## src/rtl/opl3_vib_sequencer.sv

```systemverilog
// Sequences every OPL3 operator through the shared vibrato datapath once per
// sample frame and writes each operator's vibrato offset into the result buffer.
// The LFO advances only at frame end, so all operators in a frame share one phase.
module opl3_vib_sequencer #(
  parameter int unsigned NUM_OPS        = 36,
  parameter int unsigned RD_LAT         = 1,
  parameter int unsigned VIB_LAT        = 2,
  parameter int unsigned REG_FNUM_WIDTH = 10,
  parameter int unsigned VIB_VAL_WIDTH  = 4,
  localparam int unsigned ADDR_W        = $clog2(NUM_OPS)
) (
  input  logic                      i_clk,
  input  logic                      i_reset,
  input  logic                      i_sample_clk_en,
  input  logic                      i_dvb,
  output logic                      o_reg_rd_en,
  output logic [ADDR_W-1:0]         o_reg_rd_addr,
  input  logic [REG_FNUM_WIDTH-1:0] i_reg_rd_fnum,
  input  logic                      i_reg_rd_vib,
  output logic [REG_FNUM_WIDTH-1:0] o_vib_fnum,
  output logic                      o_vib_dvb,
  output logic                      o_vib_lfo_step,
  input  logic [VIB_VAL_WIDTH-1:0]  i_vib_val,
  output logic                      o_res_wr_en,
  output logic [ADDR_W-1:0]         o_res_wr_addr,
  output logic [VIB_VAL_WIDTH-1:0]  o_res_wr_data,
  output logic                      o_busy,
  output logic                      o_frame_done,
  output logic                      o_overrun
);

  localparam logic [ADDR_W-1:0] LAST_IDX = ADDR_W'(NUM_OPS - 1);

  typedef enum logic [1:0] {
    S_IDLE,
    S_ISSUE,
    S_DRAIN,
    S_DONE
  } state_t;

  state_t                      r_state;
  logic                        r_rd_en;
  logic [ADDR_W-1:0]           r_rd_addr;
  logic                        r_dvb;
  logic                        r_busy;
  logic                        r_frame_done;
  logic                        r_lfo_step;
  logic                        r_overrun;

  // Read-return alignment pipe (covers register-file latency)
  logic [RD_LAT-1:0]             r_ret_v;
  logic [RD_LAT-1:0][ADDR_W-1:0] r_ret_idx;

  // Stage 1: registered operand for the vibrato datapath
  logic                        r_s1_v;
  logic [ADDR_W-1:0]           r_s1_idx;
  logic                        r_s1_vib;
  logic                        r_s1_dvb;
  logic [REG_FNUM_WIDTH-1:0]   r_s1_fnum;

  // Tag pipe aligned with the vibrato datapath result
  logic [VIB_LAT-1:0]             r_tag_v;
  logic [VIB_LAT-1:0]             r_tag_vib;
  logic [VIB_LAT-1:0][ADDR_W-1:0] r_tag_idx;

  logic                        w_ret_v;
  logic [ADDR_W-1:0]           w_ret_idx;
  logic                        w_wr_v;
  logic                        w_wr_vib;
  logic [ADDR_W-1:0]           w_wr_idx;
  logic                        w_last_wr;

  assign w_ret_v   = r_ret_v[RD_LAT-1];
  assign w_ret_idx = r_ret_idx[RD_LAT-1];
  assign w_wr_v    = r_tag_v[VIB_LAT-1];
  assign w_wr_vib  = r_tag_vib[VIB_LAT-1];
  assign w_wr_idx  = r_tag_idx[VIB_LAT-1];
  assign w_last_wr = w_wr_v && (w_wr_idx == LAST_IDX);

  // Frame FSM: issues one read per cycle, waits for the last write, pulses LFO step
  always_ff @(posedge i_clk) begin
    if (i_reset) begin
      r_state      <= S_IDLE;
      r_rd_en      <= 1'b0;
      r_rd_addr    <= '0;
      r_dvb        <= 1'b0;
      r_busy       <= 1'b0;
      r_frame_done <= 1'b0;
      r_lfo_step   <= 1'b0;
      r_overrun    <= 1'b0;
    end else begin
      r_frame_done <= 1'b0;
      r_lfo_step   <= 1'b0;
      if (i_sample_clk_en && (r_state != S_IDLE)) begin
        r_overrun <= 1'b1;
      end
      case (r_state)
        S_IDLE: begin
          if (i_sample_clk_en) begin
            r_state   <= S_ISSUE;
            r_rd_en   <= 1'b1;
            r_rd_addr <= '0;
            r_dvb     <= i_dvb;
            r_busy    <= 1'b1;
          end
        end
        S_ISSUE: begin
          if (r_rd_addr == LAST_IDX) begin
            r_state   <= S_DRAIN;
            r_rd_en   <= 1'b0;
            r_rd_addr <= '0;
          end else begin
            r_rd_addr <= r_rd_addr + ADDR_W'(1);
          end
        end
        S_DRAIN: begin
          if (w_last_wr) begin
            r_state      <= S_DONE;
            r_busy       <= 1'b0;
            r_frame_done <= 1'b1;
            r_lfo_step   <= 1'b1;
          end
        end
        S_DONE: begin
          r_state <= S_IDLE;
        end
        default: begin
          r_state <= S_IDLE;
        end
      endcase
    end
  end

  // Delay read strobe and index until the register file returns data
  always_ff @(posedge i_clk) begin
    if (i_reset) begin
      r_ret_v   <= '0;
      r_ret_idx <= '0;
    end else begin
      r_ret_v   <= RD_LAT'({r_ret_v, r_rd_en});
      r_ret_idx <= (RD_LAT * ADDR_W)'({r_ret_idx, r_rd_addr});
    end
  end

  // Capture returned operand; operand outputs hold their value between frames
  always_ff @(posedge i_clk) begin
    if (i_reset) begin
      r_s1_v    <= 1'b0;
      r_s1_idx  <= '0;
      r_s1_vib  <= 1'b0;
      r_s1_dvb  <= 1'b0;
      r_s1_fnum <= '0;
    end else begin
      r_s1_v <= w_ret_v;
      if (w_ret_v) begin
        r_s1_idx  <= w_ret_idx;
        r_s1_vib  <= i_reg_rd_vib;
        r_s1_dvb  <= r_dvb;
        r_s1_fnum <= i_reg_rd_fnum;
      end
    end
  end

  // Carry index and VIB bit alongside the datapath so they land with vib_val
  always_ff @(posedge i_clk) begin
    if (i_reset) begin
      r_tag_v   <= '0;
      r_tag_vib <= '0;
      r_tag_idx <= '0;
    end else begin
      r_tag_v   <= VIB_LAT'({r_tag_v, r_s1_v});
      r_tag_vib <= VIB_LAT'({r_tag_vib, r_s1_vib});
      r_tag_idx <= (VIB_LAT * ADDR_W)'({r_tag_idx, r_s1_idx});
    end
  end

  assign o_reg_rd_en    = r_rd_en;
  assign o_reg_rd_addr  = r_rd_addr;
  assign o_vib_fnum     = r_s1_fnum;
  assign o_vib_dvb      = r_s1_dvb;
  assign o_vib_lfo_step = r_lfo_step;
  assign o_res_wr_en    = w_wr_v;
  assign o_res_wr_addr  = w_wr_idx;
  // vib_val arrives from the external datapath in the same cycle as its tag
  assign o_res_wr_data  = (w_wr_v && w_wr_vib) ? i_vib_val : '0;
  assign o_busy         = r_busy;
  assign o_frame_done   = r_frame_done;
  assign o_overrun      = r_overrun;

endmodule

```

## config.mk

```make
export PLATFORM = sky130hd
export DESIGN_NAME = opl3_vib_sequencer
export DESIGN_NICKNAME = d
export VERILOG_FILES = /design/src/rtl/opl3_vib_sequencer.sv
export SDC_FILE = /design/constraint.sdc
export NUM_CORES = 1
export LEC_CHECK = 0
export CORE_MARGIN = 2
export CORE_UTILIZATION = 40
export CTS_CLUSTER_DIAMETER = 30
export CTS_CLUSTER_SIZE = 40
export DETAILED_ROUTE_END_ITERATION = 6
export PLACE_DENSITY = 0.73
export SLEW_MARGIN = 40
export SYNTH_ARGS = -nofsm -noshare
export SYNTH_HDL_FRONTEND = slang
export SYNTH_SLANG_ARGS = --single-unit
```

## constraint.sdc

```tcl
create_clock -name i_clk -period 1.99 [get_ports i_clk]
set_clock_uncertainty 0.2 [all_clocks]
set_input_delay 0.398 -clock i_clk [delete_from_list [all_inputs] [get_ports i_clk]]
set_output_delay 0.398 -clock i_clk [all_outputs]
set_load 0.005 [all_outputs]
```

==> reports/qor.json <==
{
  "sta": {
    "setup-violations-final": 0,
    "setup_tns_ps": 0,
    "finalMaxSlewViolations": 0,
    "timing.final.crit_share": 0.957,
    "max_freq_ghz": 0.525,
    "slew_headroom": 0.766,
    "timing_worst_slew_pin_value_ps": 350,
    "final-hold-violation-count": 0,
    "fin_crit_ps": 1900,
    "grt_setup_unrepaired": "no"
  },
  "final_layout": {
    "multi_input_logic_area_um2": 826,
    "syn2layout_area_growth_pct": 30.9,
    "finalInstanceArea_um2": 2670,
    "register_area_um2": 1100,
    "design.final.nets": 275,
    "layout-drive-gt1-share": 0.0711,
    "layout.filler_cells": 466,
    "antenna-diode-count": 0
  },
  "setup_path": {
    "cp.arrival_ps": 1310,
    "worstSetupStartpoint": "o_reg_rd_addr[5]$_SDFFE_PP0P_",
    "rr_startpoint": "r_state[0]$_SDFFE_PP0P_",
    "slowest_stage": "clkdlybuf4s50_1",
    "start_kind": "flip-flop",
    "timing.critical_path.fanout_max": 7,
    "path_class": "flip-flop to output pin",
    "path_buf_inv": 1,
    "critical_path.top_delay_family": "buffers and inverters",
    "critPathRequiredTime_ps": 1390,
    "reg2reg_to": "r_state[0]$_SDFFE_PP0P_",
    "worstPathCellList": "clkdlybuf4s50_1",
    "worstSetupEndpointType": "output pin",
    "worstRegToRegCells": 6,
    "path_depth": 1,
    "cp_slowest_stage_delay_ps": 550,
    "timing.reg2reg.setup_slack_ps": 190
  },
  "run_status": {
    "outcome": "finished, final reports clean"
  },
  "pwr": {
    "power.clock.fraction": 0.243,
    "cellInternalPower_mw": 1.79,
    "power_leakage_nw": 1.03,
    "ir_worst_vdd_uv": 524,
    "pwr-share-seq": 0.481,
    "power.share.switching": 0.298,
    "p_sw_uw": 760,
    "combinationalPowerShare": 0.277,
    "cellPowerDensity_nw_per_um2": 957
  },
  "hold_path": {
    "hold_path.startpoint": "i_reset",
    "hold_path_class": "input port to flip-flop",
    "min_delay_worst_endpoint": "o_vib_dvb$_SDFFE_PP0P_",
    "whs_path_depth": 2
  },
  "logic_synthesis": {
    "synth.largest_area_cell": "dfxtp_1",
    "synth_enable_flop_cells": 0,
    "syn_avg_cell_area_um2": 9.89,
    "mappedNetlistArea_um2": 2040,
    "synth.area.top_cells": "dfxtp_1, mux2i_1, nor2b_1",
    "synth.ff_latch_count": 55,
    "postSynthCellCount": 206,
    "post_synth_num_cell_types": 32,
    "synthesis.yosys.warnings": 0,
    "synth_seq_area_share": 0.540,
    "synth-async-reset-ratio": 0,
    "ys_dominant_reg_cell": "dfxtp_1",
    "synth_top_cell_area_share": 0.540,
    "synth.most_common_cell": "dfxtp_1",
    "yosys-top-cells-count": "dfxtp_1, nor2_1, nor2b_1",
    "postSynthNetCount": 229
  },
  "cts": {
    "clkLatencyLatePin_ps": 300,
    "tritoncts": "yes",
    "ctsHtreeMaxLevel": 2,
    "cts_root_buf": "clkbuf_8",
    "cts_sinks": 55,
    "cts_max_path_buffers": 2,
    "numCtsBuffers": 5,
    "clkSlewWorstSetupHoldPaths_ps": 100
  },
  "global_routing": {
    "grt_first_pass_wirelength_um": 6130,
    "grt_overflow": 0,
    "groute.usage.overall": 0.141,
    "first_global_vias": 1390,
    "grt_start_max_net_pins": 44,
    "antenna_violations_before_repair": 0
  },
  "placement": {
    "final_wtd_congestion": 0.820,
    "placed_area_um2": 2580,
    "count_of_input_and_output_buffers": 51,
    "dp_hpwl_um": 2460
  },
  "drt": {
    "wl_per_cell_um": 11.2,
    "drtPass1Iterations": 4,
    "routed-via-count": 1481,
    "drt-initial-drc-count": 86,
    "drt_wl_total_um": 3580,
    "route.detailed.vias_per_inst": 4.63,
    "ant_nets": 0,
    "detail_route.drc_violations": 0
  },
  "floorplan": {
    "initial_core_util": 0.423,
    "fp-row-count": 25,
    "core-area_um2": 4820,
    "design.die.area_um2": 5680,
    "io-pin-count": 52,
    "die_width_um": 75.4,
    "fp.dieH_um": 75.4
  },
  "run": {
    "maxCapViolCount": 0
  }
}
==> layer usage <==
layer	share of wire	vias up	GRT usage
met5	0	-	0
li1	-	765	-
met1	0.49	666	0.181
met2	0.44	46	0.225
met4	0.012	0	0.0526
met3	0.056	4	0.0410
==> power groups by stage <==
stage	sequential [mW]	combinational [mW]	clock, mW
after CTS	1.23	0.704	0.640
after global routing	1.24	0.799	0.697
final	1.23	0.707	0.620
after detailed placement	1.25	0.695	0
after floorplan	1.25	0.481	0
after global placement	1.25	0.695	0
==> final cells by class <==
type                            instances  area share
Sequential cell                        55       0.413
Clock buffer                            5      0.0258
Tap cell                               67      0.0314
Timing Repair Buffer                   56       0.206
Multi-Input combinational cell        130       0.309
Clock inverter                          3     0.00844
Inverter                                4     0.00563
==> through the flow <==
step            util  power [mW]  std cells  hold slack [ps]  worst slack, ps
6_report       0.554        2.56        320              239             85.2
5_1_grt        0.554        2.74        320              247             2.37
4_1_cts        0.553        2.57        320              241             53.1
3_5_place_dp   0.535        1.95        312              220             -137
3_3_place_gp   0.535        1.95        312              218            -87.0
2_1_floorplan      -        1.73        206              214              301
==> flip-flops by register name, indices dropped and copies added, names as in the netlist <==
| register | flops |
|---|---|
| o_vib_fnum | 10 |
| r_ret_v | 1 |
| r_s1_vib | 1 |
| r_tag_idx | 6 |
| r_dvb | 1 |
| r_s1_idx | 6 |
| o_res_wr_addr | 6 |
| r_tag_vib | 2 |
| o_reg_rd_addr | 6 |
| o_vib_dvb | 1 |
| o_reg_rd_en | 1 |
| o_busy | 1 |
| r_state | 2 |
| r_tag_v | 2 |
| r_s1_v | 1 |
| o_vib_lfo_step | 1 |
| o_overrun | 1 |
| r_ret_idx | 6 |
==> cell families (layout without fill, tap and decap cells) <==
logic type | count (synthesis) | in the layout | share of synthesized area
compound gates | 20 | 20 | 0.0571
simple gates | 86 | 86 | 0.217
flops | 55 | 55 | 0.540
buf+inv | 21 | 68 | 0.0565
fa+ha+maj | 4 | 4 | 0.0246
mux | 20 | 20 | 0.104
==> layout by cell type, fill, tap and decap left out, types with 2 or more instances in the layout <==
cell	n
nand3_1	6
nor4_1	2
nand2b_1	2
nand2_1	10
dlygate4sd2_1	4
inv_6	2
ha_1	4
and3_1	4
nor3_1	2
clkbuf_8	5
nor2_1	28
mux2i_1	19
nor2b_1	25
inv_1	3
dfxtp_1	54
a21oi_1	9
clkdlybuf4s50_1	46
buf_4	4
nand4_1	3
o21ai_0	3
==> timing repair <==
action / in CTS / in global routing
setup buffers: 0 / 0
hold buffers: 0 / 0
pin swaps: 0 / 0
endpoints found under the setup margin: 4 / 2
gates cloned: 0 / 0
resized for setup: 4 / 2
==> worst max path at each step <==
stage / to / slack, ps
after global placement: o_res_wr_data[1] / -90
after floorplan: r_state[0]$_SDFFE_PP0P_ / 300
after detailed placement: o_res_wr_data[0] / -140
final: o_reg_rd_addr[5] / 90
after CTS: o_reg_rd_addr[4] / 50
after global routing: o_reg_rd_addr[5]$_SDFFE_PP0P_ / 2
Note: power is estimated with default switching activity, not from simulation.
